$ cat config.mk
export PLATFORM = sky130hd
export DESIGN_NAME = sqrt_arbiter_seq
export DESIGN_NICKNAME = d
export VERILOG_FILES = /design/src/rtl/sqrt_pkg.sv /design/src/rtl/sqrt_iter_core.sv /design/src/rtl/sqrt_arbiter_seq.sv
export SDC_FILE = /design/constraint.sdc
export NUM_CORES = 1
export LEC_CHECK = 0
export CAP_MARGIN = 5
export CELL_PAD_IN_SITES_DETAIL_PLACEMENT = 2
export CELL_PAD_IN_SITES_GLOBAL_PLACEMENT = 2
export CORE_MARGIN = 8
export CORE_UTILIZATION = 33
export CTS_CLUSTER_SIZE = 16
export DETAILED_ROUTE_END_ITERATION = 10
export PLACE_DENSITY_LB_ADDON = 0.1
export SLEW_MARGIN = 10
export SYNTH_ARGS = -nofsm -noshare
export SYNTH_HDL_FRONTEND = slang
export SYNTH_SLANG_ARGS = --single-unit
$ cat constraint.sdc
create_clock -name clk -period 7.25 [get_ports clk]
set_input_delay 0.725 -clock clk [delete_from_list [all_inputs] [get_ports clk]]
set_output_delay 0.725 -clock clk [all_outputs]
set_load 0.02 [all_outputs]
$ cat src/rtl/sqrt_pkg.sv
// Shared constants and encodings for the arbitrated bit-serial square-root block.
package sqrt_pkg;

  localparam int W  = 21;
  localparam int RW = (W + 1) / 2;
  localparam int CW = $clog2(RW + 1);

  typedef enum logic [1:0] {
    IDLE = 2'd0,
    CALC = 2'd1,
    DONE = 2'd2
  } state_t;

  localparam logic ID_A = 1'b0;
  localparam logic ID_B = 1'b1;

endpackage

$ cat src/rtl/sqrt_iter_core.sv
// Digit-by-digit restoring square root, one root bit per clock, MSB first.
// Optional SQRT_REM_OUT_EN exposes the final remainder x - root^2.
module sqrt_iter_core
  import sqrt_pkg::*;
(
  input  logic          clk,
  input  logic          rst,
  input  logic          start,
  input  logic [W-1:0]  x,
  output logic [RW-1:0] root,
`ifdef SQRT_REM_OUT_EN
  output logic [RW:0]   rem,
`endif
  output logic          done
);

  localparam int XW = 2 * RW;

  logic [XW-1:0] r_x;
  logic [RW-1:0] r_root;
  logic [RW:0]   r_rem;
  logic [CW-1:0] r_cnt;
  logic          r_done;

  logic [XW-1:0] w_src_x;
  logic [RW-1:0] w_src_root;
  logic [RW:0]   w_src_rem;
  logic [RW+2:0] w_acc;
  logic [RW+2:0] w_trial;
  logic          w_keep;
  logic [RW:0]   w_rem_next;
  logic          w_step;

  // One iteration: bring down the next bit pair and test trial = 4*root + 1.
  always_comb begin
    w_src_x    = r_x;
    w_src_root = r_root;
    w_src_rem  = r_rem;
    if (start) begin
      w_src_x    = {{(XW - W){1'b0}}, x};
      w_src_root = '0;
      w_src_rem  = '0;
    end else begin
      w_src_x    = r_x;
      w_src_root = r_root;
      w_src_rem  = r_rem;
    end
    w_acc      = {w_src_rem, w_src_x[XW-1 -: 2]};
    w_trial    = {1'b0, w_src_root, 2'b01};
    w_keep     = (w_acc >= w_trial);
    // The remainder never exceeds 2*root, so RW+1 bits always hold it.
    w_rem_next = (RW + 1)'(w_keep ? (w_acc - w_trial) : w_acc);
  end

  assign w_step = start | (r_cnt != '0);

  // Iteration state; the first step is taken on the start edge itself.
  always_ff @(posedge clk or posedge rst) begin
    if (rst) begin
      r_x    <= '0;
      r_root <= '0;
      r_rem  <= '0;
      r_cnt  <= '0;
      r_done <= 1'b0;
    end else begin
      if (w_step) begin
        r_x    <= {w_src_x[XW-3:0], 2'b00};
        r_root <= {w_src_root[RW-2:0], w_keep};
        r_rem  <= w_rem_next;
        r_cnt  <= start ? CW'(RW - 1) : (r_cnt - CW'(1));
      end
      r_done <= ~start & (r_cnt == CW'(1));
    end
  end

  assign root = r_root;
`ifdef SQRT_REM_OUT_EN
  assign rem  = r_rem;
`endif
  assign done = r_done;

endmodule

$ cat src/rtl/sqrt_arbiter_seq.sv
// Round-robin arbiter for two requesters sharing one iterative sqrt engine.
// Define SQRT_REM_OUT_EN to add the res_rem output (x - y^2).
module sqrt_arbiter_seq
  import sqrt_pkg::*;
(
  input  logic          clk,
  input  logic          rst,
  input  logic          a_valid,
  input  logic [W-1:0]  a_x,
  output logic          a_ready,
  input  logic          b_valid,
  input  logic [W-1:0]  b_x,
  output logic          b_ready,
  output logic          res_valid,
  input  logic          res_ready,
  output logic          res_id,
  output logic [W-1:0]  res_y,
`ifdef SQRT_REM_OUT_EN
  output logic [RW:0]   res_rem,
`endif
  output logic          busy
);

  state_t        r_state;
  logic          r_prefer_b;
  logic          r_op_id;
  logic          r_res_valid;
  logic          r_res_id;
  logic [W-1:0]  r_res_y;
  logic          r_busy;
`ifdef SQRT_REM_OUT_EN
  logic [RW:0]   r_res_rem;
  logic [RW:0]   w_rem;
`endif

  logic          w_idle;
  logic          w_grant_b;
  logic          w_hs;
  logic [W-1:0]  w_x;
  logic [RW-1:0] w_root;
  logic          w_done;

  assign w_idle    = (r_state == IDLE);
  // B wins when it is alone, or when both ask and A was served last.
  assign w_grant_b = b_valid & (~a_valid | r_prefer_b);
  assign a_ready   = ~rst & w_idle & a_valid & ~w_grant_b;
  assign b_ready   = ~rst & w_idle & w_grant_b;
  assign w_hs      = (a_valid & a_ready) | (b_valid & b_ready);
  assign w_x       = w_grant_b ? b_x : a_x;

  sqrt_iter_core u_core (
    .clk   (clk),
    .rst   (rst),
    .start (w_hs),
    .x     (w_x),
    .root  (w_root),
`ifdef SQRT_REM_OUT_EN
    .rem   (w_rem),
`endif
    .done  (w_done)
  );

  // Control FSM, round-robin pointer and result registers.
  always_ff @(posedge clk or posedge rst) begin
    if (rst) begin
      r_state     <= IDLE;
      r_prefer_b  <= 1'b0;
      r_op_id     <= ID_A;
      r_res_valid <= 1'b0;
      r_res_id    <= ID_A;
      r_res_y     <= '0;
      r_busy      <= 1'b0;
`ifdef SQRT_REM_OUT_EN
      r_res_rem   <= '0;
`endif
    end else begin
      case (r_state)
        IDLE: begin
          if (w_hs) begin
            r_state    <= CALC;
            r_busy     <= 1'b1;
            r_op_id    <= w_grant_b ? ID_B : ID_A;
            r_prefer_b <= ~w_grant_b;
          end
        end
        CALC: begin
          if (w_done) begin
            r_state     <= DONE;
            r_res_valid <= 1'b1;
            r_res_y     <= {{(W - RW){1'b0}}, w_root};
            r_res_id    <= r_op_id;
`ifdef SQRT_REM_OUT_EN
            r_res_rem   <= w_rem;
`endif
          end
        end
        DONE: begin
          if (res_ready) begin
            r_state     <= IDLE;
            r_res_valid <= 1'b0;
            r_busy      <= 1'b0;
          end
        end
        default: begin
          r_state     <= IDLE;
          r_res_valid <= 1'b0;
          r_busy      <= 1'b0;
        end
      endcase
    end
  end

  assign res_valid = r_res_valid;
  assign res_id    = r_res_id;
  assign res_y     = r_res_y;
  assign busy      = r_busy;
`ifdef SQRT_REM_OUT_EN
  assign res_rem   = r_res_rem;
`endif

endmodule

==> impl_metrics.tcl <==
set metrics [dict create \
    outcome "finished clean" \
    global_route.usage.total_pct 16.21 \
    initialDrtViolationCount 112 \
    timing.critical_path.from "b_valid" \
    timing.critical_path.depth 14 \
    unrepaired_setup_endpoints_after_global_routing "false" \
    vias_in_the_first_global_route 3954 \
    critPathMaxStageDelay_ns 0.84 \
    cellLeakagePower_uw 0.002194 \
    crit_buf_inv 2 \
    max-cap-violations 0 \
    cp-endpoint "u_core.r_rem[10]" \
    antenna_cells_inserted 0 \
    floorplan.core_area_um2 11810 \
    cp_data_required_time_ns 7.51 \
    finish.net_count 580 \
    vias 3527 \
    layout.cells.most_common "sky130_fd_sc_hd__nand2_1" \
    hold_viol 0 \
    grt_first_pass_wirelength_um 20430 \
    multi_input_comb_area_um2 2097 \
    first_pass_iters 4 \
    grt_antenna_before_repair 0 \
    async_flop_share_pct 100.0 \
    die_height_um 125.0 \
    cts_root_buffer "sky130_fd_sc_hd__clkbuf_16" \
    cts_max_path_buffers 2 \
    residual_overflow_from_global_routing 0 \
    min_period_over_period_pct 64.01 \
    synth_enable_flop_cells 0 \
    ys_seq_elements 66 \
    layout_min_cycle_time_ns 4.641 \
    max_slew_margin_pct 29.88 \
    crit_fanout 33 \
    flow.area_growth_from_synthesis_pct 25.81 \
    synth_top_cell_area_share_pct 42.12 \
    worst_pin_slew_ns 1.052 \
    critical_path.reg2reg.endpoint "u_core.r_rem[10]" \
    place.port_buffers 62 \
    number_of_h_tree_levels 3 \
    slew_violations 0 \
    ys_top_cells_by_area "sky130_fd_sc_hd__dfrtp_1, sky130_fd_sc_hd__nand2_1, sky130_fd_sc_hd__ha_1" \
    drc_errors 0 \
    ff2ff_path_depth 14 \
    clock.fmax_ghz 0.2155 \
    mapped_cells 466 \
    initial_utilization_pct 33.20 \
    synth.avg_cell_area_um2 8.415 \
    drive_gt1_share_pct 7.839 \
    final.setup_skew_ns 0.007711 \
    ratio_of_total_power_to_cell_area_nw_per_um2 540.5 \
    post_drt_wl_per_cell_um 18.17 \
    die_x_um 125.0 \
    rows 40 \
    route.final.wire_length_um 12170 \
    sink_count_of_the_clock_tree 66 \
    worstSetupPathType "primary input to flip-flop" \
    grt_start_max_net_pins 51 \
    post_synthesis_instance_area_um2 3921 \
    cts_inserted_buffers 9 \
    layout_common_cells "sky130_fd_sc_hd__nand2_1, sky130_fd_sc_hd__dfrtp_1, sky130_fd_sc_hd__clkdlybuf4s50_1" \
    top_family_by_delay_on_critical_path "compound AO/OA/AOI/OAI gates" \
    die-area_um2 15630 \
    clk_pin_slew_worst_paths_ns 0.06 \
    synthDominantAreaCellType "sky130_fd_sc_hd__dfrtp_1" \
    timing.reg2reg.setup_slack_ns 3.05 \
    place_congestion 0.7928 \
    r2r-start "r_state[1]" \
    insertion_delay_of_the_later_clocked_pin_in_the_worst_skew_pair_ns 0.35 \
    cts-resized-gates 0 \
    fill_cell_instance_count_of_the_final_layout 1333 \
    setup.worst_path.end_class "flip-flop" \
    slowest_stage "sky130_fd_sc_hd__o21ai_2" \
    setup_violations 0 \
    vdd.ir_drop.worst_uv 168.3 \
    dpl_worst_slack_ns 2.270 \
    yosys.cell_types.count 49 \
    synth-warning-count 0 \
    place.detailed.hpwl_um 8772 \
    post_cts.repair.setup_buffers 0 \
    timing.hold.worst.class "flip-flop to flip-flop" \
    final.setup.worst_slack_ns 2.609 \
    ys_seq_area_share_pct 42.12 \
    tritoncts_clock_tree "built" \
    ant_nets 0 \
    vias_per_cell 5.264 \
    io_pins 73 \
    post_cts_hold_buffer_count 0 \
    path_cells "clkdlybuf4s50_1 > or2_2 > nand2_1 > buf_4 > nand2_1 > ha_1 > a21o_1 > a21o_1 > nor4_1 > o221ai_1 > o21ai_2 > a21oi_1 > or3_1 > o31ai_1" \
    utilization_pct 41.77 \
    critPathLaunchType "primary input" \
    fin_tns_setup_ns 0 \
    ys.flop_type "sky130_fd_sc_hd__dfrtp_1" \
    seq_area_um2 1652 \
    worstPathArrival_ns 4.90 \
]
through the flow:
step	cells	total power (µW)	hold WS [ns]	cell area (µm²)
finish	670	2667	0.4750	4933
global route	670	2912	0.4867	4933
CTS	670	2707	0.4751	4933
floorplan	475	1808	0.4356	3955
global placement	655	2160	0.4456	4628
detailed placement	655	2235	0.4719	4628
Yosys cell counts, types with 2 or more instances:
| cell | number |
|---|---|
| sky130_fd_sc_hd__a211o_1 | 2 |
| sky130_fd_sc_hd__a211oi_1 | 5 |
| sky130_fd_sc_hd__a21o_1 | 6 |
| sky130_fd_sc_hd__a21oi_1 | 22 |
| sky130_fd_sc_hd__a31oi_1 | 21 |
| sky130_fd_sc_hd__and2_1 | 11 |
| sky130_fd_sc_hd__and3_1 | 20 |
| sky130_fd_sc_hd__buf_1 | 3 |
| sky130_fd_sc_hd__buf_2 | 2 |
| sky130_fd_sc_hd__buf_4 | 10 |
| sky130_fd_sc_hd__clkbuf_1 | 19 |
| sky130_fd_sc_hd__dfrtp_1 | 66 |
| sky130_fd_sc_hd__ha_1 | 14 |
| sky130_fd_sc_hd__inv_1 | 8 |
| sky130_fd_sc_hd__mux2_2 | 13 |
| sky130_fd_sc_hd__mux2i_1 | 2 |
| sky130_fd_sc_hd__nand2_1 | 117 |
| sky130_fd_sc_hd__nand2b_1 | 8 |
| sky130_fd_sc_hd__nand3_1 | 7 |
| sky130_fd_sc_hd__nor2_1 | 30 |
| sky130_fd_sc_hd__nor3_1 | 7 |
| sky130_fd_sc_hd__nor4_1 | 3 |
| sky130_fd_sc_hd__o21a_1 | 4 |
| sky130_fd_sc_hd__o21ai_0 | 21 |
| sky130_fd_sc_hd__o221ai_1 | 2 |
| sky130_fd_sc_hd__o22ai_1 | 2 |
| sky130_fd_sc_hd__o31ai_1 | 3 |
| sky130_fd_sc_hd__o32ai_1 | 2 |
| sky130_fd_sc_hd__or2_2 | 2 |
| sky130_fd_sc_hd__or3_1 | 6 |
| sky130_fd_sc_hd__xnor2_1 | 3 |
| sky130_fd_sc_hd__xor2_1 | 8 |
state kept, by name (all words and copies together) (netlist names):
name,cells
r_prefer_b,1
u_core.done,1
u_core.r_cnt,4
res_valid,1
r_state,2
u_core.root,11
u_core.r_rem,12
busy,1
res_id,1
res_y,11
r_op_id,1
u_core.r_x,20
metal layers:
layer / track usage, % / part of all wire (%) / routed length, µm
met5: 0 / 0 / 0
met4: 5.229 / 1.5 / 186
met3: 5.312 / 4.1 / 502
met2: 27.20 / 48 / 5870
met1: 19.20 / 46 / 5614
cell type report:
| class | instances | area share, % |
|---|---|---|
| clock buffer | 13 | 5.478 |
| clock inverter | 2 | 0.7101 |
| inverter | 8 | 0.6087 |
| multi-input combinational | 366 | 42.51 |
| sequential | 66 | 33.48 |
| tap | 147 | 3.728 |
| timing repair buffer | 68 | 13.49 |
power breakdown:
| group | total [µW] | internal, µW | switching [µW] |
|---|---|---|---|
| clock | 452 | 292 | 160 |
| sequential | 685 | 555 | 130 |
| combinational | 1530 | 658 | 872 |
| total | 2670 | 1500 | 1160 |
worst reg2reg max path: stages (launching register included):
cell,delay (ns)
sky130_fd_sc_hd__dfrtp_1,0.44
sky130_fd_sc_hd__or3_1,0.44
sky130_fd_sc_hd__nor2_2,0.12
sky130_fd_sc_hd__buf_4,0.39
sky130_fd_sc_hd__nand3_1,0.12
sky130_fd_sc_hd__o21ai_0,0.19
sky130_fd_sc_hd__ha_1,0.25
sky130_fd_sc_hd__nand2b_1,0.13
sky130_fd_sc_hd__a211oi_1,0.10
sky130_fd_sc_hd__nor4_1,0.31
sky130_fd_sc_hd__o221ai_1,0.18
sky130_fd_sc_hd__o21ai_2,0.84
sky130_fd_sc_hd__a21oi_1,0.17
sky130_fd_sc_hd__or3_1,0.37
sky130_fd_sc_hd__o31ai_1,0.06
worst min path at each step:
stage,from,end,slack (ns),cells past startpoint
global route,u_core.done,r_state[0],0.49,1
floorplan,u_core.done,r_state[0],0.44,1
detailed placement,res_valid,res_valid,0.47,2
global placement,u_core.done,r_state[0],0.45,1
finish,u_core.done,r_state[0],0.48,1
CTS,u_core.done,r_state[0],0.48,1
cell families after synthesis:
group	Yosys count	synth area share (%)
other cells	1	0.09563
xor+xnor	11	2.457
mux	15	4.244
flops	66	42.12
fa+ha+maj	14	4.467
simple gates	217	25.14
buf+inv	43	5.329
compound gates	99	16.15
Note: power is estimated with default switching activity, not from simulation.
